<file path="src/rtl/trap_seq.sv">
// Machine-mode trap sequencer: writes mepc and mcause, then redirects fetch to mtvec.
// Also forwards CSR instruction writes to the CSR file write port while idle.
module trap_seq #(
    parameter int unsigned XLEN = 32
) (
    input  logic            clk,
    input  logic            rst,
    input  logic            trap_valid,
    output logic            trap_ready,
    input  logic [XLEN-1:0] trap_pc,
    input  logic [XLEN-1:0] trap_cause,
    input  logic            req_valid,
    output logic            req_ready,
    input  logic [11:0]     req_addr,
    input  logic [XLEN-1:0] req_data,
    output logic            csr_we,
    output logic [11:0]     csr_waddr,
    output logic [XLEN-1:0] csr_wdata,
    output logic [11:0]     csr_raddr,
    input  logic [XLEN-1:0] csr_rdata,
    output logic            redirect_valid,
    input  logic            redirect_ready,
    output logic [XLEN-1:0] redirect_pc,
    output logic            busy
);

    localparam logic [11:0] CSR_MTVEC  = 12'h305;
    localparam logic [11:0] CSR_MEPC   = 12'h341;
    localparam logic [11:0] CSR_MCAUSE = 12'h342;

    typedef enum logic [1:0] {
        IDLE     = 2'd0,
        WR_EPC   = 2'd1,
        WR_CAUSE = 2'd2,
        REDIRECT = 2'd3
    } state_t;

    state_t          state_q;
    state_t          state_d;
    logic [XLEN-1:0] pc_q;
    logic [XLEN-1:0] cause_q;
    logic            trap_acc;

    // Nothing is accepted while reset is sampled, so a trap cannot slip past it.
    assign trap_acc = trap_valid && trap_ready;

    always_comb begin
        state_d = state_q;
        case (state_q)
            IDLE:     if (trap_acc) state_d = WR_EPC;
            WR_EPC:   state_d = WR_CAUSE;
            WR_CAUSE: state_d = REDIRECT;
            REDIRECT: if (redirect_ready) state_d = IDLE;
            default:  state_d = IDLE;
        endcase
    end

    always_ff @(posedge clk) begin
        if (rst) begin
            state_q <= IDLE;
            pc_q    <= '0;
            cause_q <= '0;
        end else begin
            state_q <= state_d;
            if (trap_acc) begin
                pc_q    <= trap_pc;
                cause_q <= trap_cause;
            end
        end
    end

    // Output decode from state and live inputs; instruction writes pass through with zero latency.
    always_comb begin
        trap_ready     = 1'b0;
        req_ready      = 1'b0;
        csr_we         = 1'b0;
        csr_waddr      = req_addr;
        csr_wdata      = req_data;
        csr_raddr      = CSR_MTVEC;
        redirect_valid = 1'b0;
        redirect_pc    = csr_rdata & ~XLEN'(3);
        busy           = 1'b1;
        case (state_q)
            IDLE: begin
                busy       = 1'b0;
                trap_ready = !rst;
                req_ready  = !rst && !trap_valid;
                csr_we     = req_valid && req_ready;
            end
            WR_EPC: begin
                csr_we    = 1'b1;
                csr_waddr = CSR_MEPC;
                csr_wdata = pc_q;
            end
            WR_CAUSE: begin
                csr_we    = 1'b1;
                csr_waddr = CSR_MCAUSE;
                csr_wdata = cause_q;
            end
            REDIRECT: begin
                redirect_valid = 1'b1;
            end
            default: begin
                busy = 1'b1;
            end
        endcase
    end

endmodule

</file>
<file path="config.mk">
export PLATFORM = sky130hd
export DESIGN_NAME = trap_seq
export DESIGN_NICKNAME = d
export VERILOG_FILES = /design/src/rtl/trap_seq.sv
export SDC_FILE = /design/constraint.sdc
export NUM_CORES = 1
export LEC_CHECK = 0
export CELL_PAD_IN_SITES_DETAIL_PLACEMENT = 2
export CELL_PAD_IN_SITES_GLOBAL_PLACEMENT = 2
export CORE_MARGIN = 2
export CORE_UTILIZATION = 20
export CTS_BUF_LIST = sky130_fd_sc_hd__clkbuf_4
export CTS_CLUSTER_DIAMETER = 200
export CTS_CLUSTER_SIZE = 30
export DETAILED_ROUTE_END_ITERATION = 6
export GPL_TIMING_DRIVEN = 0
export PLACE_DENSITY = 0.95
export SLEW_MARGIN = 20
export SYNTH_ARGS = -nofsm -noshare
export SYNTH_HDL_FRONTEND = slang
export SYNTH_SLANG_ARGS = --single-unit
</file>
<file path="constraint.sdc">
create_clock -name clk -period 2.8 [get_ports clk]
set_input_delay 0.42 -clock clk [delete_from_list [all_inputs] [get_ports clk]]
set_output_delay 0.42 -clock clk [all_outputs]
set_load 0.05 [all_outputs]
</file>
After elaboration in Yosys (flattened, before gate mapping)
Index checks and enable logic that the tools add are counted.
- flip-flop bits (word level): 66
- input bits: 145
- output and inout port bits: 93
- logic and storage cells: 26
- equal/unequal tests: 5
- mux-type cells: 10
- reductions and logical operators: 8
- operators with widths (kind ; number):
    32-bit one-hot mux with 2 select lines ; 1
    12-bit one-hot mux with 2 select lines ; 1
    2-bit one-hot mux with 4 select lines ; 1
    2-bit == test, second input constant ; 2
    1-bit 2-to-1 mux ; 4
    2-bit 2-to-1 mux ; 2
    2-bit inequality test, second input constant ; 2
    1-bit logical AND ; 3
    2-bit by 1-bit == test with 1-bit output, second input constant ; 1
    1-bit logical NOT ; 2
    2-bit logical NOT ; 1
    1-bit one-hot mux with 2 select lines ; 1
    2-bit AND reduction ; 1
    2-bit OR reduction ; 1

Longest topological paths before layout
Gate-level depths: netlist of the first run.
- depth in word-level cells: 5
- mapped depth: 8

Worst setup path before layout of the first run
Ideal clock, no wire load.
- path type: register to output
- start point: register state_q[0]
- end point: output port csr_we
- data arrival time: 2.683 ns
- data required time: 2.380 ns
- setup slack: -0.303 ns
- stages on the path, launching flop included: 6
- buffers on the path: 0
- cell sequence: dfxtp_1 inv_1 ha_1 nor3b_1 a21oi_1 nor2_1
- cells in the longest elaborated chain, start to end: 3
- elaborated cells on any way between the ends: 5
- classes of those cells: eq/ne: 2; mux: 1; reduce/logical: 2
- ends and longest elaborated chain (item ; RTL line ; text):
    from (decl) ; 38 ; state_t state_q;
    from (signal assigned) ; 64 ; state_q <= state_d;
    2-bit == test or 2-bit by 1-bit == test with 1-bit output (tied branches) ; 83 ; case (state_q)
    2-bit OR reduction (no line) ; n/a ;
    1-bit one-hot mux with 2 select lines * ; 83 ;
    to (decl) ; 16 ; output logic csr_we,
Every way passes the cells marked *; elsewhere a longest branch is shown, timed or not.

Worst setup path after layout of the first run
- start point: register state_q[0]
- end point: output port csr_wdata[11]
- cells in the longest elaborated chain, start to end: 2
- elaborated cells on any way between the ends: 3
- classes of those cells: eq/ne: 2; mux: 1
- ends and longest elaborated chain (item ; RTL line ; text):
    2-bit == test or 2-bit by 1-bit == test with 1-bit output (tied branches) ; 83 ;
    32-bit one-hot mux with 2 select lines * ; 83 ;
    to (decl) ; 18 ; output logic [XLEN-1:0] csr_wdata,
Marks and branches as above.

==> impl_results.md, run 1 <==
* Via count at 3988
* TritonCTS clock tree: done
* HPWL Detailed at roughly 12000 um
* Average size of a mapped cell at 7.57 um^2
* P&R area growth vs syn at 63.9%
* Vias in the first global route at 4263
* Post-synth EDFFs at 0
* Clk root buf: clkbuf_4
* Buffer depth of the longest clock path at 2
* CTS Sinks at 66
* FF-to-FF setup slack at 0.94 ns
* Die Y at 138 um
* Worst-margin pin slew at about 0.55 ns
* Yosys cell types at 24
* Cells after Synth at about 470
* Drc violations at 0
* Final Setup Violations at 0
* Total gr overflow at 0
* HP Class: flip-flop to flip-flop
* Worst Slack Setup Final at 0.183 ns
* Initial core utilization at 20.6%
* Ys Warns at 0
* Pwr Total at 7.18 mW
* # IOs at around 240
* Max VDD drop at 675 uV
* Run status: finished clean
* Global-route wire length before repair at 23900 um
* Fmax at roughly 0.38 GHz
* Die X at 138 um
* Post-route ant nets at 0
* Post-CTS Hold Fix Bufs at 0
* Clock-pin slew on the worst setup and hold paths at 0.11 ns
* Max-slew violation count at 0
* Worst-path fanout max at 10
* TritonCTS buffer count at 9
* Drt pass-1 iters at 5
* Hold Fails Final Rpt at 0
* Commonest register cell after synthesis: dfxtp_1
* Netlist Area Pre-Place at roughly 3600 um^2
* # Max-Cap Violations at 0
* Critical path capture point type: primary output
* Yosys reg bits at between 60 and 70
* Data arrival time of the critical path at ~2.2 ns
* Core area at approximately 17000 um^2
* Crit share post-route at between 90 and 100%
* Wire per inst at 17.6 um
* Clock Skew at 0.00982 ns
* Top-count cell post-synth: dfxtp_1
* Power density cells at ~1200 nW/um^2
* Post-DR vias/cell at 4.37
* Largest cells by area after synthesis: dfxtp_1 (37%), nand2b_1 (11%), buf_4 (9.3%), a22oi_1 (6.7%), nand2_1 (6.7%)
* Row Count at 48
* Post-layout minimum cycle time at 2.62 ns
* Clock Latency Late Sink at between 0.4 and 0.5 ns
* Share of the synthesized area in the top cell type at 37.0%
* RSZ-0062 raised after global routing: no
* Slew headroom at 62.9%
* Number of DRC markers in iteration 0 at 120
* Number of antenna violations at the first check in global routing at 1
* H-tree Lvls at 3
* Tot GR Track Use at 17.1%
* Required time worst endpoint at 2.38 ns
* Post-synth top cells: dfxtp_1 (66), nand2_1 (64), nand2b_1 (64)
* Post-synth ARST share at 0%
* CP Launch Type: flip-flop
* Routability-driven placement congestion ratio at 0.734
* Pre-CTS WS at -0.409 ns
* Yosys top cell by area: dfxtp_1
* Lkg Pwr at 2.32 nW
* Sequential cell area fraction in the yosys report at 37.0%
* Largest net degree at the start of global routing at 11
* Crit Path Class: flip-flop to primary output
* Share of layout cells above drive strength 1 at 19.4%
* Die ar. at approximately 19000 um^2
* Layout Nets at 833
* Total Routed Length at 16100 um
* Number of buffers added on ports at 191
==> layout make-up <==
cell class | instances | area (um^2)
diodes | 1 | 2.50
fillers | 2055 | 11500
inverters | 3 | 11.3
repair buffers | 191 | 1780
well taps | 225 | 282
clock buffers | 13 | 97.6
plain buffers | 80 | 561
clock inverters | 1 | 3.75
flip-flops and latches | 66 | 1320
multi-input cells | 332 | 1790
==> routing by layer <==
metal	track usage (%)	vias up	part of all wire (%)
met5	0	-	0
met4	5.96	0	1.5
met3	3.42	14	5.8
met2	31.0	138	52
met1	19.8	1915	41
li1	-	1921	-
==> power by group <==
part	switching (mW)	internal (mW)	total (mW)
clock network	0.345	0.211	0.556
logic	3.89	1.47	5.35
registers	0.122	1.15	1.27
==> flip-flops by register name, summed over array words and instances, names as in the netlist <==
register and flops:
state_q 2, cause_q 32, pc_q 32
==> cells by family (layout without fill, tap and decap cells) <==
| family | count (synthesis) | after routing | synth area share (%) |
|---|---|---|---|
| AO/OA/AOI/OAI | 131 | 131 | 20.8 |
| adder cells (fa/ha/maj) | 5 | 5 | 1.75 |
| buffers and inverters | 85 | 288 | 14.8 |
| flip-flops | 66 | 66 | 37.0 |
| multiplexers | 2 | 2 | 0.631 |
| other | 2 | 15 | 0.211 |
| AND/OR/NAND/NOR | 180 | 180 | 24.8 |
==> timing repair <==
item                       CTS  global route
setup buffers                0             0
gates cloned                 0             0
setup endpoints to repair   46            46
resized for setup          192            44
==> path summary, 6_finish.rpt <==
path	startpoint	end	depth (start not counted)
max reg2reg	state_q[0]	pc_q[3]	6
max	state_q[0]	csr_wdata[11]	7
min reg2reg	pc_q[0]	pc_q[0]	2
min	pc_q[0]	pc_q[0]	2
==> cells in the final DEF (no fill, tap or decap), drive strengths merged, types with 7 or more instances in the layout <==
master	n
clkdlybuf4s15	7
buf	79
dfxtp	66
conb	14
o21ai	64
nand2b	64
nand2	64
dlygate4sd2	7
clkbuf	46
a22oi	32
nor2b	9
a21oi	33
clkdlybuf4s50	144
nor2	36
==> metrics by stage <==
stage / utilization (%) / setup TNS [ns] / std cells / hold slack, ns / instance area (um^2)
6_report: 33.7 / 0 / 912 / 0.472 / 5850
5_1_grt: 33.7 / 0 / 912 / 0.509 / 5850
4_1_cts: 33.8 / -0.923 / 912 / 0.474 / 5870
3_5_place_dp: 33.5 / -10.74 / 899 / 0.460 / 5810
3_3_place_gp: 33.5 / -6.19 / 899 / 0.451 / 5810
2_1_floorplan: - / 0 / 483 / 0.442 / 3620
==> worst max-delay path, stage by stage, from the launching register on <==
cell and delay [ns]:
dfxtp_1 0.40, inv_1 0.13, ha_1 0.21, buf_2 0.17, clkbuf_4 0.23, a22oi_1 0.28, a21oi_1 0.11, clkbuf_4 0.22
Power figures use the tool's default switching activity.
==> inputs of run 2 (changes only) <==
--- a/config.mk
+++ b/config.mk
@@ -11,7 +11,7 @@
 export CORE_UTILIZATION = 20
 export CTS_BUF_LIST = sky130_fd_sc_hd__clkbuf_4
 export CTS_CLUSTER_DIAMETER = 200
-export CTS_CLUSTER_SIZE = 30
+export CTS_CLUSTER_SIZE = 12
 export DETAILED_ROUTE_END_ITERATION = 6
 export GPL_TIMING_DRIVEN = 0
 export PLACE_DENSITY = 0.95
==> results of run 2 <==
Same layout as run 1: the final DEF is identical, and so are final timing and power.
==> inputs of run 3 (changes only) <==
--- a/config.mk
+++ b/config.mk
@@ -5,6 +5,7 @@
 export SDC_FILE = /design/constraint.sdc
 export NUM_CORES = 1
 export LEC_CHECK = 0
+export CAP_MARGIN = 20
 export CELL_PAD_IN_SITES_DETAIL_PLACEMENT = 2
 export CELL_PAD_IN_SITES_GLOBAL_PLACEMENT = 2
 export CORE_MARGIN = 2
==> results of run 3 <==
Same layout as run 1: the final DEF is identical, and so are final timing and power.
